## src/rtl/mant_mul_ctrl.sv

```systemverilog
// mant_mul_ctrl: sequential shift-and-add mantissa multiplier controller.
// Accepts two MW-bit mantissas, performs one partial-product addition per
// cycle on an external 2*MW-bit adder, and returns the 2*MW-bit product.
// Optional build macro: MANT_MUL_EARLY_EXIT_EN (finish as soon as the
// remaining multiplier bits are all zero).
module mant_mul_ctrl #(
    parameter int unsigned MW = 23
) (
    input  logic            i_clk,
    input  logic            i_rst,
    // operand handshake
    input  logic            i_valid,
    output logic            o_ready,
    input  logic [MW-1:0]   i_mant_a,
    input  logic [MW-1:0]   i_mant_b,
    // product handshake
    output logic            o_valid,
    input  logic            i_ready,
    output logic [2*MW-1:0] o_product,
    // external adder
    output logic [2*MW-1:0] o_add_one,
    output logic [2*MW-1:0] o_add_two,
    output logic            o_add_carry,
    input  logic [2*MW-1:0] i_add_sum,
    input  logic            i_add_carry,
    // status
    output logic            o_err
);

    localparam int unsigned PW = 2 * MW;
    localparam int unsigned CW = $clog2(MW + 1);
    localparam logic [CW-1:0] LastCnt = CW'(MW - 1);

    typedef enum logic [1:0] {
        StIdle,
        StRun,
        StDone
    } state_e;

    state_e        r_state, w_state_nxt;
    logic [PW-1:0] r_p, w_p_nxt;
    logic [PW-1:0] r_a, w_a_nxt;
    logic [MW-1:0] r_b, w_b_nxt;
    logic [CW-1:0] r_cnt, w_cnt_nxt;
    logic          r_err, w_err_nxt;

    logic [MW-1:0] w_b_shift;
    logic          w_last;

    assign w_b_shift = r_b >> 1;

    // Decide whether the current RUN iteration is the final one.
    always_comb begin
`ifdef MANT_MUL_EARLY_EXIT_EN
        // Once no multiplier bits remain, further additions would add zero.
        w_last = (w_b_shift == '0) || (r_cnt == LastCnt);
`else
        w_last = (r_cnt == LastCnt);
`endif
    end

    // Next-state and datapath update for the three-state sequencer.
    always_comb begin
        w_state_nxt = r_state;
        w_p_nxt     = r_p;
        w_a_nxt     = r_a;
        w_b_nxt     = r_b;
        w_cnt_nxt   = r_cnt;
        w_err_nxt   = 1'b0;
        unique case (r_state)
            StIdle: begin
                if (i_valid) begin
                    w_p_nxt     = '0;
                    w_a_nxt     = {{MW{1'b0}}, i_mant_a};
                    w_b_nxt     = i_mant_b;
                    w_cnt_nxt   = '0;
                    w_state_nxt = StRun;
                end
            end
            StRun: begin
                // A carry-out is impossible for in-range operands; flag it
                // but keep the truncated sum and carry on.
                w_p_nxt   = i_add_sum;
                w_a_nxt   = r_a << 1;
                w_b_nxt   = w_b_shift;
                w_cnt_nxt = r_cnt + CW'(1);
                w_err_nxt = i_add_carry;
                if (w_last) begin
                    w_state_nxt = StDone;
                end
            end
            StDone: begin
                // Back to IDLE first; new operands are never taken on the
                // same edge as the product handshake.
                if (i_ready) begin
                    w_state_nxt = StIdle;
                end
            end
            default: begin
                w_state_nxt = StIdle;
            end
        endcase
    end

    // State, datapath and error-pulse registers with synchronous reset.
    always_ff @(posedge i_clk) begin
        if (i_rst) begin
            r_state <= StIdle;
            r_p     <= '0;
            r_a     <= '0;
            r_b     <= '0;
            r_cnt   <= '0;
            r_err   <= 1'b0;
        end else begin
            r_state <= w_state_nxt;
            r_p     <= w_p_nxt;
            r_a     <= w_a_nxt;
            r_b     <= w_b_nxt;
            r_cnt   <= w_cnt_nxt;
            r_err   <= w_err_nxt;
        end
    end

    // Outputs decoded purely from registered state.
    always_comb begin
        o_ready     = (r_state == StIdle);
        o_valid     = (r_state == StDone);
        o_product   = r_p;
        o_add_one   = '0;
        o_add_two   = '0;
        o_add_carry = 1'b0;
        o_err       = r_err;
        if (r_state == StRun) begin
            o_add_one = r_p;
            o_add_two = r_b[0] ? r_a : '0;
        end
    end

endmodule

```

## config.mk

```make
export PLATFORM = sky130hd
export DESIGN_NAME = mant_mul_ctrl
export DESIGN_NICKNAME = d
export VERILOG_FILES = /design/src/rtl/mant_mul_ctrl.sv
export SDC_FILE = /design/constraint.sdc
export NUM_CORES = 1
export LEC_CHECK = 0
export ABC_AREA = 0
export CORE_MARGIN = 4
export CORE_UTILIZATION = 25
export DETAILED_ROUTE_END_ITERATION = 12
export PLACE_DENSITY_LB_ADDON = 0.3
export SLEW_MARGIN = 20
export SYNTH_ARGS = -nofsm -noshare
export SYNTH_HDL_FRONTEND = slang
export SYNTH_SLANG_ARGS = --single-unit
```

## constraint.sdc

```tcl
create_clock -name i_clk -period 1.67 [get_ports i_clk]
set_clock_uncertainty 0.15 [all_clocks]
set_input_delay 0.334 -clock i_clk [delete_from_list [all_inputs] [get_ports i_clk]]
set_output_delay 0.334 -clock i_clk [all_outputs]
set_load 0.02 [all_outputs]
```

# Word-level counts from Yosys, hierarchy flattened
# Cells that the tools add are included.
[totals]
reg_bits = 123
input_bits = 97
word_cells = 34
[classes]
mux = 15
add_sub_neg = 1
n_eq_ne = 6
reduce_logical = 5
bitwise_logic = 1
[ops]
columns = ["cell", "n"]
rows = [
  ["46-bit 2-to-1 mux", 5],
  ["46-bit one-hot mux with 2 select lines", 2],
  ["23-bit one-hot mux with 2 select lines", 1],
  ["23-bit 2-to-1 mux", 1],
  ["5-bit one-hot mux with 2 select lines", 1],
  ["2-bit 2-to-1 mux", 3],
  ["2-bit one-hot mux with 3 select lines", 1],
  ["5-bit by 1-bit adder with 5-bit output (second input constant)", 1],
  ["5-bit equality test (second input constant)", 1],
  ["5-bit 2-to-1 mux", 1],
  ["2-bit != test (second input constant)", 2],
  ["3-bit AND reduction", 1],
  ["2-bit by 1-bit equality test with 1-bit output (second input constant)", 1],
  ["2-bit equality test (second input constant)", 1],
  ["2-bit logical NOT", 1],
  ["2-bit by 1-bit != test with 1-bit output (second input constant)", 1],
  ["2-bit AND reduction", 1],
  ["2-bit nonzero test", 1],
  ["2-bit OR reduction", 1],
  ["1-bit NOT", 1],
]

# Longest topological paths before layout
[logic_depth]
depth_word = 3
depth_mapped = 7
mapped_depth_nobuf = 5

# Least setup slack after synthesis
# No wires, ideal clock.
[synth_path]
kind = "reg2out"
startpoint = "register r_state[0]"
endpoint = "output port o_add_two[42]"
t_required_ns = 1.186
n_path_buf = 4
stages_incl_launch_ff = 7
path_slack_ns = -0.080
arrival_ns = 1.266
cell_sequence = "dfxtp_1 > buf_4 > nor2b_1 > buf_4 > buf_6 > buf_2 > and3_1"
[synth_between]
elab_chain_len = 2
[synth_rtl]
columns = ["element", "line", "source"]
rows = [
  ["start: declaration", "40", "state_e r_state, w_state_nxt;"],
  ["start signal: assignment", "108", "r_state <= StIdle;"],
  ["start signal: assignment", "115", "r_state <= w_state_nxt;"],
  ["2-bit by 1-bit equality test with 1-bit output", "133", "if (r_state == StRun) begin"],
  ["46-bit 2-to-1 mux", "133", ""],
  ["end: declaration", "22", "output logic [2*MW-1:0] o_add_two,"],
]
# No other way between the ends.

# Worst setup path after layout
[layout_path]
startpoint = "register r_state[1]"
endpoint = "output port o_add_two[44]"
# Same word-level chain as after synthesis.

==> results_tabular.tex <==
\begin{tabular}{lr}
\hline
Metric & Value \\
\hline
\multicolumn{2}{l}{\textbf{Outcome}} \\
Run status & complete, but fails checks \\
Failing checks & setup timing \\
\multicolumn{2}{l}{\textbf{Hold path}} \\
Hold-critical path endpoint & r\_cnt[0]\$\_SDFFE\_PP0P\_ \\
HP Start & i\_rst \\
Hold Crit Depth & 2 \\
Path type of the worst min-delay path & input port to register \\
\multicolumn{2}{l}{\textbf{Worst setup path}} \\
Data arrival time of the worst path & 1.53 ns \\
Flop-to-flop setup slack & -0.11 ns \\
Launching element of the worst setup path & r\_state[1]\$\_SDFFE\_PP0P\_ \\
Endpoint of the most critical register-to-register path & o\_product[11]\$\_SDFFE\_PP0P\_ \\
Element type at the critical path start & register \\
Largest fanout of any net on the critical path & 16 \\
Launch point of the worst reg-to-reg path & r\_state[0]\$\_SDFFE\_PP0P\_ \\
Reg2Reg Depth & 7 \\
Req. time, crit path & 1.19 ns \\
Critical Path End Type & primary output \\
Setup Crit Path Kind & register to primary output \\
\multicolumn{2}{l}{\textbf{Route}} \\
Length of routed met3 wiring & 1.51 mm \\
Top routing layer in use & met4 \\
Routed via count divided by cell count & 4.64 \\
Routed wire length on met2 & 9.47 mm \\
Post-route ant nets & 0 \\
DRC & 0 \\
Iteration count of the initial detailed-routing pass & 4 \\
Final WL & 20.0 mm \\
Average routed wire per standard cell & 17.2 µm \\
Wire length on met1 & 8.90 mm \\
Via Count & 5,394 \\
Violation count after the first detailed-route iteration & 215 \\
\multicolumn{2}{l}{\textbf{Power and ir drop}} \\
Combinational group share of total power & 18.1\% \\
Static leakage power & 4.33 nW \\
Worst supply voltage drop on vdd & 0.000554 V \\
Cell area power density & 893 nW/µm² \\
Part of the total power dissipated in the clock network & 45.3\% \\
Switching part of the total & 25.9\% \\
Sequential share of power & 36.6\% \\
Switching power total & 2.28 mW \\
Cell-internal power & 6.51 mW \\
\multicolumn{2}{l}{\textbf{Global routing}} \\
Total gr overflow & 0 \\
Overall routing resource usage & 15.4\% \\
Wire length of the first global-routing pass & 30.1 mm \\
Antenna violations before repair & 0 \\
Maximum number of pins on one net before global-route repair & 51 \\
Via count of the first global-routing pass & 5,592 \\
\multicolumn{2}{l}{\textbf{Timing}} \\
Final Critical Period & 2.02 ns \\
Worst Setup Slack, final & -0.347 ns \\
Finish-stage setup viols & 131 \\
Share of the clock period used by the worst path & 121\% \\
Final hold violations & 0 \\
Maximum operating frequency & 496 MHz \\
Unrepaired setup endpoints after global routing & yes \\
Final Max Slew Viols & 0 \\
\multicolumn{2}{l}{\textbf{Layout}} \\
Share of layout cells above drive strength 1 & 34.9\% \\
Number of standard cells in the layout, taps in and fillers out & 1,163 \\
Most frequent standard cell in the layout excluding fill and tap cells & sky130\_fd\_sc\_hd\_\_dfxtp\_1 \\
Utilization after layout & 46.3\% \\
Net count of the finished layout & 975 \\
Area delta synth->final & 79.8\% \\
Highest-count cells in the layout ignoring fill and taps & sky130\_fd\_sc\_hd\_\_dfxtp\_1, sky130\_fd\_sc\_hd\_\_buf\_6, sky130\_fd\_sc\_hd\_\_clkdlybuf4s50\_1, sky130\_fd\_sc\_hd\_\_nor2\_1, sky130\_fd\_sc\_hd\_\_a22o\_1 \\
Antenna Cells & 0 \\
\multicolumn{2}{l}{\textbf{CTS}} \\
Max H-tree Level & 4 \\
Num Clock Sinks & 123 \\
Clock-pin transition on the worst setup and hold timing paths & 0.06 ns \\
Clock insertion delay at the later pin of the skew report & 0.41 ns \\
Clock root buffer master & sky130\_fd\_sc\_hd\_\_clkbuf\_16 \\
TritonCTS clock tree & built \\
Bufs on Longest Clock Path & 2 \\
Total CTS buffers & 17 \\
\multicolumn{2}{l}{\textbf{Floorplan}} \\
Number of placement rows & 53 \\
Core area & 21,300 µm² \\
Width of the die & 156 µm \\
Number of top-level pins & 239 \\
Die Area & 24,300 µm² \\
Die height & 156 µm \\
Starting Density & 25.7\% \\
\multicolumn{2}{l}{\textbf{Logic synthesis}} \\
Synthesized net count & 715 \\
Synthesized area divided by synthesized cell count & 8.89 µm² \\
Adder-cell share of the synthesized area & 0.457\% \\
Number of distinct standard cells referenced by the synthesized netlist & 32 \\
Synthesized netlist cell count & 616 \\
Largest family of logic cells by synthesized area & simple AND/OR/NAND/NOR gates \\
Share of the yosys chip area belonging to registers & 45.0\% \\
Synth Area in XOR/XNOR & 0\% \\
Number of warning messages in the yosys log & 0 \\
Fraction of the mapped netlist area in simple logic gates & 29.1\% \\
Multiplexer area fraction after synthesis & 0.411\% \\
Register bit total from synthesis & 123 \\
Post-synthesis instance area & 5480 µm² \\
Fraction of the mapped netlist area in compound gates & 18.1\% \\
\multicolumn{2}{l}{\textbf{Placement}} \\
Placed wire-length estimate after detailed placement & 12.0 mm \\
Number of buffers added on ports & 237 \\
Final estimated routing congestion in global placement & 0.724 \\
Number of instances in the placed design & 1,103 \\
Pre-CTS WS & -0.389 ns \\
\multicolumn{2}{l}{\textbf{Job}} \\
Maxcap violations & 0 \\
\hline
\end{tabular}
-- worst max-delay path: stages, from the launching register on --
cell	delay, ns
sky130_fd_sc_hd__dfxtp_4	0.35
sky130_fd_sc_hd__nor2b_4	0.15
sky130_fd_sc_hd__buf_6	0.15
sky130_fd_sc_hd__buf_12	0.15
sky130_fd_sc_hd__and3_4	0.20
sky130_fd_sc_hd__buf_6	0.11
-- registers in the layout, indices dropped and copies added (netlist names) --
name       count
r_b           23
r_cnt          5
o_product     46
r_a           46
o_err          1
r_state        2
-- metrics by stage --
step	cell area, µm²	power [mW]	hold slack, ns	TNS, ns
after floorplan	5610	3.97	0.306	-0.364
after detailed placement	8380	4.60	0.325	-61.49
after global placement	8380	4.59	0.321	-61.13
after CTS	9450	8.80	0.0581	-32.65
after global routing	9850	9.19	0.0707	-43.91
final	9850	8.79	0.0787	-30.96
-- area by class of cell --
cell class	count	area, µm²
repair buffers	306	3480
fillers	2063	11400
clock inverters	13	193
clock buffers	18	439
multi-input cells	426	2920
inverters	2	7.51
well taps	275	344
flip-flops and latches	123	2470
-- kinds of logic after synthesis --
family	Yosys count
buf+inv	67
fa+ha+maj	2
mux	2
compound gates	138
other cells	1
flops	123
simple gates	283
-- Yosys cell counts (all sizes together) --
| library cell | number | area (µm²) |
|---|---|---|
| dfxtp | 123 | 2460 |
| nor2 | 76 | 293 |
| and2 | 47 | 294 |
| a21oi | 46 | 230 |
| a22o | 46 | 403 |
| and3 | 46 | 288 |
| buf | 41 | 279 |
| nor3 | 31 | 155 |
| nand2b | 30 | 188 |
| or3b | 29 | 254 |
| a22oi | 25 | 188 |
| clkbuf | 24 | 90.1 |
| a211oi | 16 | 120 |
| nand2 | 15 | 56.3 |
| nor2b | 3 | 18.8 |
| nor3b | 3 | 27.5 |
| ha | 2 | 25.0 |
| inv | 2 | 7.51 |
| mux2 | 2 | 22.5 |
| nand4 | 2 | 12.5 |
| a21o | 1 | 7.51 |
| conb | 1 | 3.75 |
| nand4b | 1 | 8.76 |
| o211a | 1 | 10.0 |
| o21ba | 1 | 16.3 |
| o21bai | 1 | 7.51 |
| o2bb2ai | 1 | 8.76 |
-- worst max-delay path by stage --
stage,cells after the start,slack (ns),endpoint
2_1_floorplan,6,-0.009,o_add_two[0]
3_3_place_gp,4,-0.39,o_add_two[27]
3_5_place_dp,4,-0.39,o_add_two[41]
4_1_cts,6,-0.43,o_add_two[28]
5_1_grt,5,-0.42,o_add_two[26]
6_report,5,-0.35,o_add_two[44]
-- repair_timing --
action,CTS,global route
hold buffers,0,0
gates resized for setup,637,86
buffers inserted,9,6
cloned,8,9
endpoints found under the setup margin,235,191
pin swaps,1,11
-- metal layers --
| metal | up-vias | track usage [%] |
|---|---|---|
| met3 | 8 | 5.49 |
| met4 | 0 | 4.17 |
| met1 | 2514 | 19.7 |
| li1 | 2682 | - |
| met5 | - | 0 |
| met2 | 190 | 24.7 |
-- power groups by stage --
stage          Clock (mW)  Combinational (mW)  Sequential (mW)
6_report             3.98                1.59             3.22
5_1_grt              4.23                1.73             3.24
4_1_cts              4.09                1.50             3.22
3_5_place_dp            0                1.32             3.28
3_3_place_gp            0                1.31             3.28
2_1_floorplan           0               0.657             3.31
Note: power is estimated with default switching activity, not from simulation.
